File: config.mk
export PLATFORM = sky130hd
export DESIGN_NAME = ps2_keyboard_rx
export DESIGN_NICKNAME = d
export VERILOG_FILES = /design/src/rtl/ps2_keyboard_rx.sv
export SDC_FILE = /design/constraint.sdc
export NUM_CORES = 1
export LEC_CHECK = 0
export CORE_MARGIN = 10
export CORE_UTILIZATION = 40
export DETAILED_ROUTE_END_ITERATION = 10
export HOLD_SLACK_MARGIN = 0.12
export PLACE_DENSITY_LB_ADDON = 0.08
export SYNTH_ARGS = -nofsm -noshare
export SYNTH_HDL_FRONTEND = slang
export SYNTH_SLANG_ARGS = --single-unit
File: constraint.sdc
create_clock -name kbdi_clk -period 3.91 [get_ports kbdi_clk]
set_clock_uncertainty 0.1 [all_clocks]
set_input_delay 0.782 -clock kbdi_clk [delete_from_list [all_inputs] [get_ports kbdi_clk]]
set_output_delay 0.782 -clock kbdi_clk [all_outputs]
set_load 0.01 [all_outputs]
File: src/rtl/ps2_keyboard_rx.sv
// ps2_keyboard_rx: PS/2 device-to-host deframer feeding a scan-code FIFO with level ready and strobe pop.
module ps2_keyboard_rx #(
    parameter int FIFO_DEPTH     = 4,
    parameter int TIMEOUT_CYCLES = 50000
) (
    input  logic       kbdi_clk,
    input  logic       kbdi_rst,
    input  logic       kbdi_ps2_clk,
    input  logic       kbdi_ps2_data,
    input  logic       kbdi_rdn,
    output logic       kbdo_data_ready,
    output logic [7:0] kbdo_scan_code,
    output logic       kbdo_frame_err,
    output logic       kbdo_overflow
);
    localparam int AW = $clog2(FIFO_DEPTH);
    localparam int TW = $clog2(TIMEOUT_CYCLES);
    localparam logic [AW:0] FULL_CNT = (AW+1)'(FIFO_DEPTH);
    localparam logic [TW-1:0] TO_LAST = TW'(TIMEOUT_CYCLES - 1);

    typedef enum logic {IDLE, RECV} state_t;

    state_t        state;
    logic [1:0]    clk_sync, data_sync;
    logic          clk_prev, parity;
    logic [3:0]    bit_cnt;
    logic [7:0]    shift_reg;
    logic [TW-1:0] timeout;
    logic [7:0]    mem [FIFO_DEPTH];
    logic [AW-1:0] rd_ptr, wr_ptr, rd_nxt;
    logic [AW:0]   count;
    logic          fall, ps2_bit, frame_ok, push, pop, full, wr_en;
    logic [7:0]    head_nxt;

    assign fall     = clk_prev & ~clk_sync[1];
    assign ps2_bit  = data_sync[1];
    assign frame_ok = ps2_bit & ^{shift_reg, parity};
    assign push     = state == RECV && fall && bit_cnt == 4'd10 && frame_ok;
    assign full     = count == FULL_CNT;
    assign pop      = ~kbdi_rdn && |count;
    assign wr_en    = push && (!full || pop);
    assign rd_nxt   = rd_ptr + 1'b1;
    assign kbdo_data_ready = |count;
    // The head register keeps the last popped code once the FIFO drains.
    assign head_nxt = pop ? (|count[AW:1] ? mem[rd_nxt] : (push ? shift_reg : kbdo_scan_code))
                          : ((push && ~|count) ? shift_reg : kbdo_scan_code);

    always_ff @(posedge kbdi_clk or negedge kbdi_rst) begin
        if (!kbdi_rst) begin
            state          <= IDLE;
            clk_sync       <= 2'b11;
            data_sync      <= 2'b11;
            clk_prev       <= 1'b1;
            bit_cnt        <= '0;
            shift_reg      <= '0;
            parity         <= 1'b0;
            timeout        <= '0;
            kbdo_frame_err <= 1'b0;
        end else begin
            clk_sync       <= {clk_sync[0], kbdi_ps2_clk};
            data_sync      <= {data_sync[0], kbdi_ps2_data};
            clk_prev       <= clk_sync[1];
            kbdo_frame_err <= 1'b0;
            if (state == IDLE) begin
                timeout <= '0;
                if (fall && !ps2_bit) begin
                    state   <= RECV;
                    bit_cnt <= 4'd1;
                end
            end else if (fall) begin
                timeout <= '0;
                bit_cnt <= bit_cnt + 4'd1;
                if (bit_cnt <= 4'd8) shift_reg <= {ps2_bit, shift_reg[7:1]};
                if (bit_cnt == 4'd9) parity <= ps2_bit;
                if (bit_cnt == 4'd10) begin
                    state          <= IDLE;
                    bit_cnt        <= '0;
                    kbdo_frame_err <= !frame_ok;
                end
            end else if (timeout == TO_LAST) begin
                state          <= IDLE;
                bit_cnt        <= '0;
                timeout        <= '0;
                kbdo_frame_err <= 1'b1;
            end else begin
                timeout <= timeout + 1'b1;
            end
        end
    end

    always_ff @(posedge kbdi_clk) begin
        if (wr_en) mem[wr_ptr] <= shift_reg;
    end

    always_ff @(posedge kbdi_clk or negedge kbdi_rst) begin
        if (!kbdi_rst) begin
            rd_ptr         <= '0;
            wr_ptr         <= '0;
            count          <= '0;
            kbdo_scan_code <= '0;
            kbdo_overflow  <= 1'b0;
        end else begin
            if (wr_en) wr_ptr <= wr_ptr + 1'b1;
            if (pop) rd_ptr <= rd_nxt;
            count          <= count + {{AW{1'b0}}, wr_en} - {{AW{1'b0}}, pop};
            kbdo_scan_code <= head_nxt;
            if (push && full && !pop) kbdo_overflow <= 1'b1;
        end
    end
endmodule

Word-level counts from Yosys, hierarchy flattened
Memories as Yosys holds them, arrays and structs flattened. Cells that the tools add are included.

Register bits: 52. Bits in writable memories: 32. Bits of input ports: 5. Output and inout bits: 11. Word-level logic and storage cells: 79. Memories kept: 1.

Memories: mem (depth 4, bits a word 8, rd ports 1, clocked after Yosys merged registers in 0, wr ports 1, line 29) `logic [7:0] mem [FIFO_DEPTH];`.

$add $sub $neg: 6. Order comparisons: 1. Equal/unequal tests: 6. Muxes and demuxes: 23. Bitwise operators: 4. Reduce and logical (&&, ||, !) cells: 24.

Operator list (number): $mux W16 (3); $mux W8 (4); $mux W4 (5); $add A16 B1 Y16 const B (1); $eq A16 B16 Y1 const B (1); $mux W1 (11); $logic_and A1 B1 Y1 (9); $reduce_xor A9 Y1 (1); $eq A4 B4 Y1 const B (2); $reduce_and A3 Y1 (2); $logic_not A1 Y1 (5); $add A2 B1 Y2 const B (2); $add A4 B1 Y4 const B (1); $le A4 B4 Y1 const B (1); $reduce_and A2 Y1 (2); $reduce_bool A2 Y1 (2); $add A3 B1 Y3 (1); $eq A3 B3 Y1 const B (1); $ne A3 B1 Y1 const B (1); $ne A3 B2 Y1 const B (1); $reduce_or A3 Y1 (1); $sub A3 B1 Y3 (1); $and A1 B1 Y1 (2); $not A1 Y1 (2); 2 further kinds (2).

Longest topological paths before layout
Word-level depth: 8. Depth in mapped cells: 11. Mapped depth without buffers: 10.

Least setup slack after synthesis
Ideal clock, no wire load.

Path kind: register to register. Start: register shift_reg[3]. End: register count[2]. Library setup time: 0.123 ns. Arrival time: 2.563 ns. Data required time: 3.687 ns. Slack: 1.124 ns. Stages on the path, launching flop included: 11. Path buffers: 0. Period minus slack after synthesis: 2.786 ns. Cell sequence: dfrtp_1 > xor2_1 > xnor3_2 > xnor2_2 > nor3_2 > inv_1 > ha_1 > inv_1 > ha_1 > fa_1 > xnor2_1.

Cells in the longest elaborated chain, start to end: 6.

RTL lines: from (decl) (line 27) `logic [7:0] shift_reg;`; from (signal assigned) (line 73) `if (bit_cnt <= 4'd8) shift_reg <= {ps2_bit, shift_reg[7:1]};`; $reduce_xor A9 Y1 (line 37) `assign frame_ok = ps2_bit & ^{shift_reg, parity};`; $and A1 B1 Y1 (line 37); $logic_and A1 B1 Y1 (line 38) `assign push = state == RECV && fall && bit_cnt == 4'd10 && frame_ok;`; $logic_and A1 B1 Y1 (line 41) `assign wr_en = push && (!full || pop);`; $add A3 B1 Y3 (line 105) `count <= count + {{AW{1'b0}}, wr_en} - {{AW{1'b0}}, pop};`; $sub A3 B1 Y3 (line 105); to (signal assigned) (line 105); to (decl) (line 31) `logic [AW:0] count;`.

Every way passes these cells. A chain may end at the register's enable or synchronous reset.

Final worst setup path
Start: register shift_reg[2]. End: register count[2].

Same word-level chain as after synthesis.

==> results.json <==
{
  "finalMaxSlewViolations": 0,
  "cts-root-buf": "clkbuf_8",
  "path_class": "reg -> reg",
  "dieArea_mm2": 0.01341,
  "nets": 305,
  "synth_common_cells": "dfrtp_1 (47), edfxtp_1 (32), nor2_1 (22), inv_1 (15)",
  "critical-path-max-stage-delay_ns": 0.49,
  "synth_top_cell_area_share": 0.3203,
  "fin_crit_sh": 0.7731,
  "top_register": "mem",
  "yosysWarnings": 0,
  "rsz0062_at_grt": "no",
  "async_reset_ff_frac": 0.6190,
  "cts_tree": "built",
  "cpMaxStageDelayCell": "dfrtp_1",
  "drcViolationCount": 0,
  "worstSetupStartpoint": "shift_reg[2]$_DFFE_PN0P_",
  "io_pins": 16,
  "viasPerCell": 5.126,
  "first_global_vias": 2172,
  "grt_pass1_wl_um": 11320,
  "path_clk_slew_ns": 0.08,
  "place.gp.congestion": 0.7260,
  "p_leak_nw": 1.639,
  "seq_area_mm2": 0.002268,
  "cp_num_buf_inv": 2,
  "min-delay-start": "clk_sync[0]$_DFF_PN1_",
  "slew_headroom": 0.3491,
  "cts_sinks": 84,
  "antenna_found_initial": 0,
  "synth_area_leader_cell": "dfrtp_1",
  "place_ws_ns": 0.7786,
  "layout-drive-gt1-share": 0.1182,
  "grt_max_degree": 43,
  "vias": 2071,
  "end_kind": "flop",
  "crit_chain": "xor2_1 > xnor3_2 > xnor2_2 > nor3_2 > inv_1 > ha_1 > inv_1 > ha_1 > fa_1 > xnor2_1",
  "worst-endpoint-arrival_ns": 3.16,
  "ant_nets": 0,
  "cts_made_buffers": 9,
  "routedWlPerCell_um": 16.75,
  "top_regs": "mem: 32 flops, timeout: 16 flops",
  "die_height_um": 115.8,
  "drt-initial-drc-count": 131,
  "synth_ff_type": "dfrtp_1",
  "rrSetupSlack_ns": 0.89,
  "finalWirelength_um": 6766,
  "hold_buffers": 0,
  "htreeDepth": 3,
  "finalSetupTns_ns": 0,
  "synth.most_common_cell": "dfrtp_1",
  "largest_register_ff_count": 32,
  "port_buffers": 15,
  "path_delay_family": "XOR/XNOR gates",
  "setup_viol": 0,
  "synth.area.top_cells": "dfrtp_1 (32%), edfxtp_1 (26%), mux4_2 (4.9%), dfstp_2 (3.6%), xnor2_1 (3.3%)",
  "status": "complete, no violations",
  "cp.required_ns": 4.04,
  "multi_input_comb_area_mm2": 0.001323,
  "cap_violations": 0,
  "stdcell_count": 404,
  "whs_ns": 0.2580,
  "syn-instance-count": 270,
  "rr_startpoint": "shift_reg[2]$_DFFE_PN0P_",
  "cts_buffer_depth": 2,
  "fmax_mhz": 330.8,
  "synthesis.area_mm2": 0.003672,
  "synth_cell_types": 46,
  "cp_max_fo": 8,
  "synth_edf_count": 32,
  "num_antenna_cells": 0,
  "postCtsSetupBuffers": 0,
  "tightest_slew_ns": 0.9764,
  "grt_use_total": 0.1102,
  "num_rows": 34,
  "dr.pass1.iters": 4,
  "synth_seq_cells": 84,
  "setup_ws_ns": 0.8872,
  "initial_core_util": 0.4150,
  "syn_to_final_growth_pct": 12.16,
  "grt-ovfl-total": 0,
  "fillers": 818,
  "syn_nets": 284,
  "peakVddDrop_mv": 0.2485,
  "finalHoldViolations": 0,
  "insertion_delay_ns": 0.35,
  "cts_resized": 0,
  "critPathLaunchType": "flop",
  "total_power_mw": 2.717,
  "pwr_density_cell_mw_per_mm2": 659.6,
  "hpwl_um": 4548,
  "min_period_ns": 3.023,
  "syn_avg_cell_area_um2": 13.60,
  "core_area_mm2": 0.008848,
  "ys_seq_area_frac": 0.6177,
  "dp.cells": 388,
  "min_path_type": "reg -> reg",
  "die_x_um": 115.8
}
per-layer routing:
metal / track usage / vias up / routed length [µm]
met1: 0.1489 / 1025 / 3323
met2: 0.1627 / 25 / 3083
met5: 0 / - / 0
met4: 0.05004 / 0 / 72
li1: - / 1015 / -
met3: 0.02894 / 6 / 286
worst paths after layout:
| path | cells after the start | endpoint |
|---|---|---|
| setup reg to reg | 10 | count[2]$_DFF_PN0_ |
| min in group asynchronous | 1 | kbdo_scan_code[0]$_DFFE_PN0P_ |
| max in group asynchronous | 2 | timeout[4]$_DFF_PN0_ |
| setup / recovery | 10 | count[2]$_DFF_PN0_ |
| hold reg to reg | 0 | clk_sync[1]$_DFF_PN1_ |
| hold / removal | 0 | clk_sync[1]$_DFF_PN1_ |
placed cells by master (no fill, tap or decap), types with 2 or more instances in the layout:
cell type	n
mux4_2	8
nand4_1	3
nor2_1	22
o2bb2ai_1	2
and2_1	5
dfstp_2	5
clkdlybuf4s50_1	14
xor2_1	8
clkinvlp_4	2
and3_1	2
ha_1	8
xnor2_1	14
o21ai_1	2
mux2_2	2
o21ai_0	5
a21oi_1	7
a221o_1	8
or3_1	3
a22o_1	2
edfxtp_1	32
inv_1	15
nand3_1	7
nor2b_1	9
nor3_2	2
dfrtp_1	47
nor3_1	4
clkinv_1	3
mux2_1	7
clkbuf_8	9
nor4bb_1	2
nand2_1	14
nor4_1	2
nand2b_1	3
area by class of cell:
class / count / share of cell area
flip-flops and latches: 84 / 0.5507
multi-input cells: 165 / 0.3211
repair buffers: 16 / 0.03706
well taps: 108 / 0.03281
clock buffers: 10 / 0.03098
clock inverters: 6 / 0.01367
inverters: 15 / 0.01367
cell families (layout without fill, tap and decap cells):
group,after synthesis,after routing,synth area share
adder cells (fa/ha/maj),9,9,0.03271
buffers and inverters,21,47,0.02214
XOR/XNOR,24,24,0.06337
multiplexers,17,17,0.07666
AND/OR/NAND/NOR,82,82,0.1189
flip-flops,84,84,0.6177
AO/OA/AOI/OAI,33,33,0.06849
per-stage QoR:
step | area [µm²] | utilization
finish | 4119 | 0.4655
global route | 4119 | 0.4655
CTS | 4119 | 0.4655
detailed placement | 3935 | 0.4447
global placement | 3935 | 0.4447
floorplan | 3672 | -
power breakdown:
part	internal (mW)	leakage, nW	total, mW	switching (mW)
clock	0.289	0.0850	0.586	0.297
combinational	0.447	0.603	0.809	0.362
sequential	1.10	0.951	1.32	0.219
total	1.84	1.64	2.72	0.878
Power figures use the tool's default switching activity.
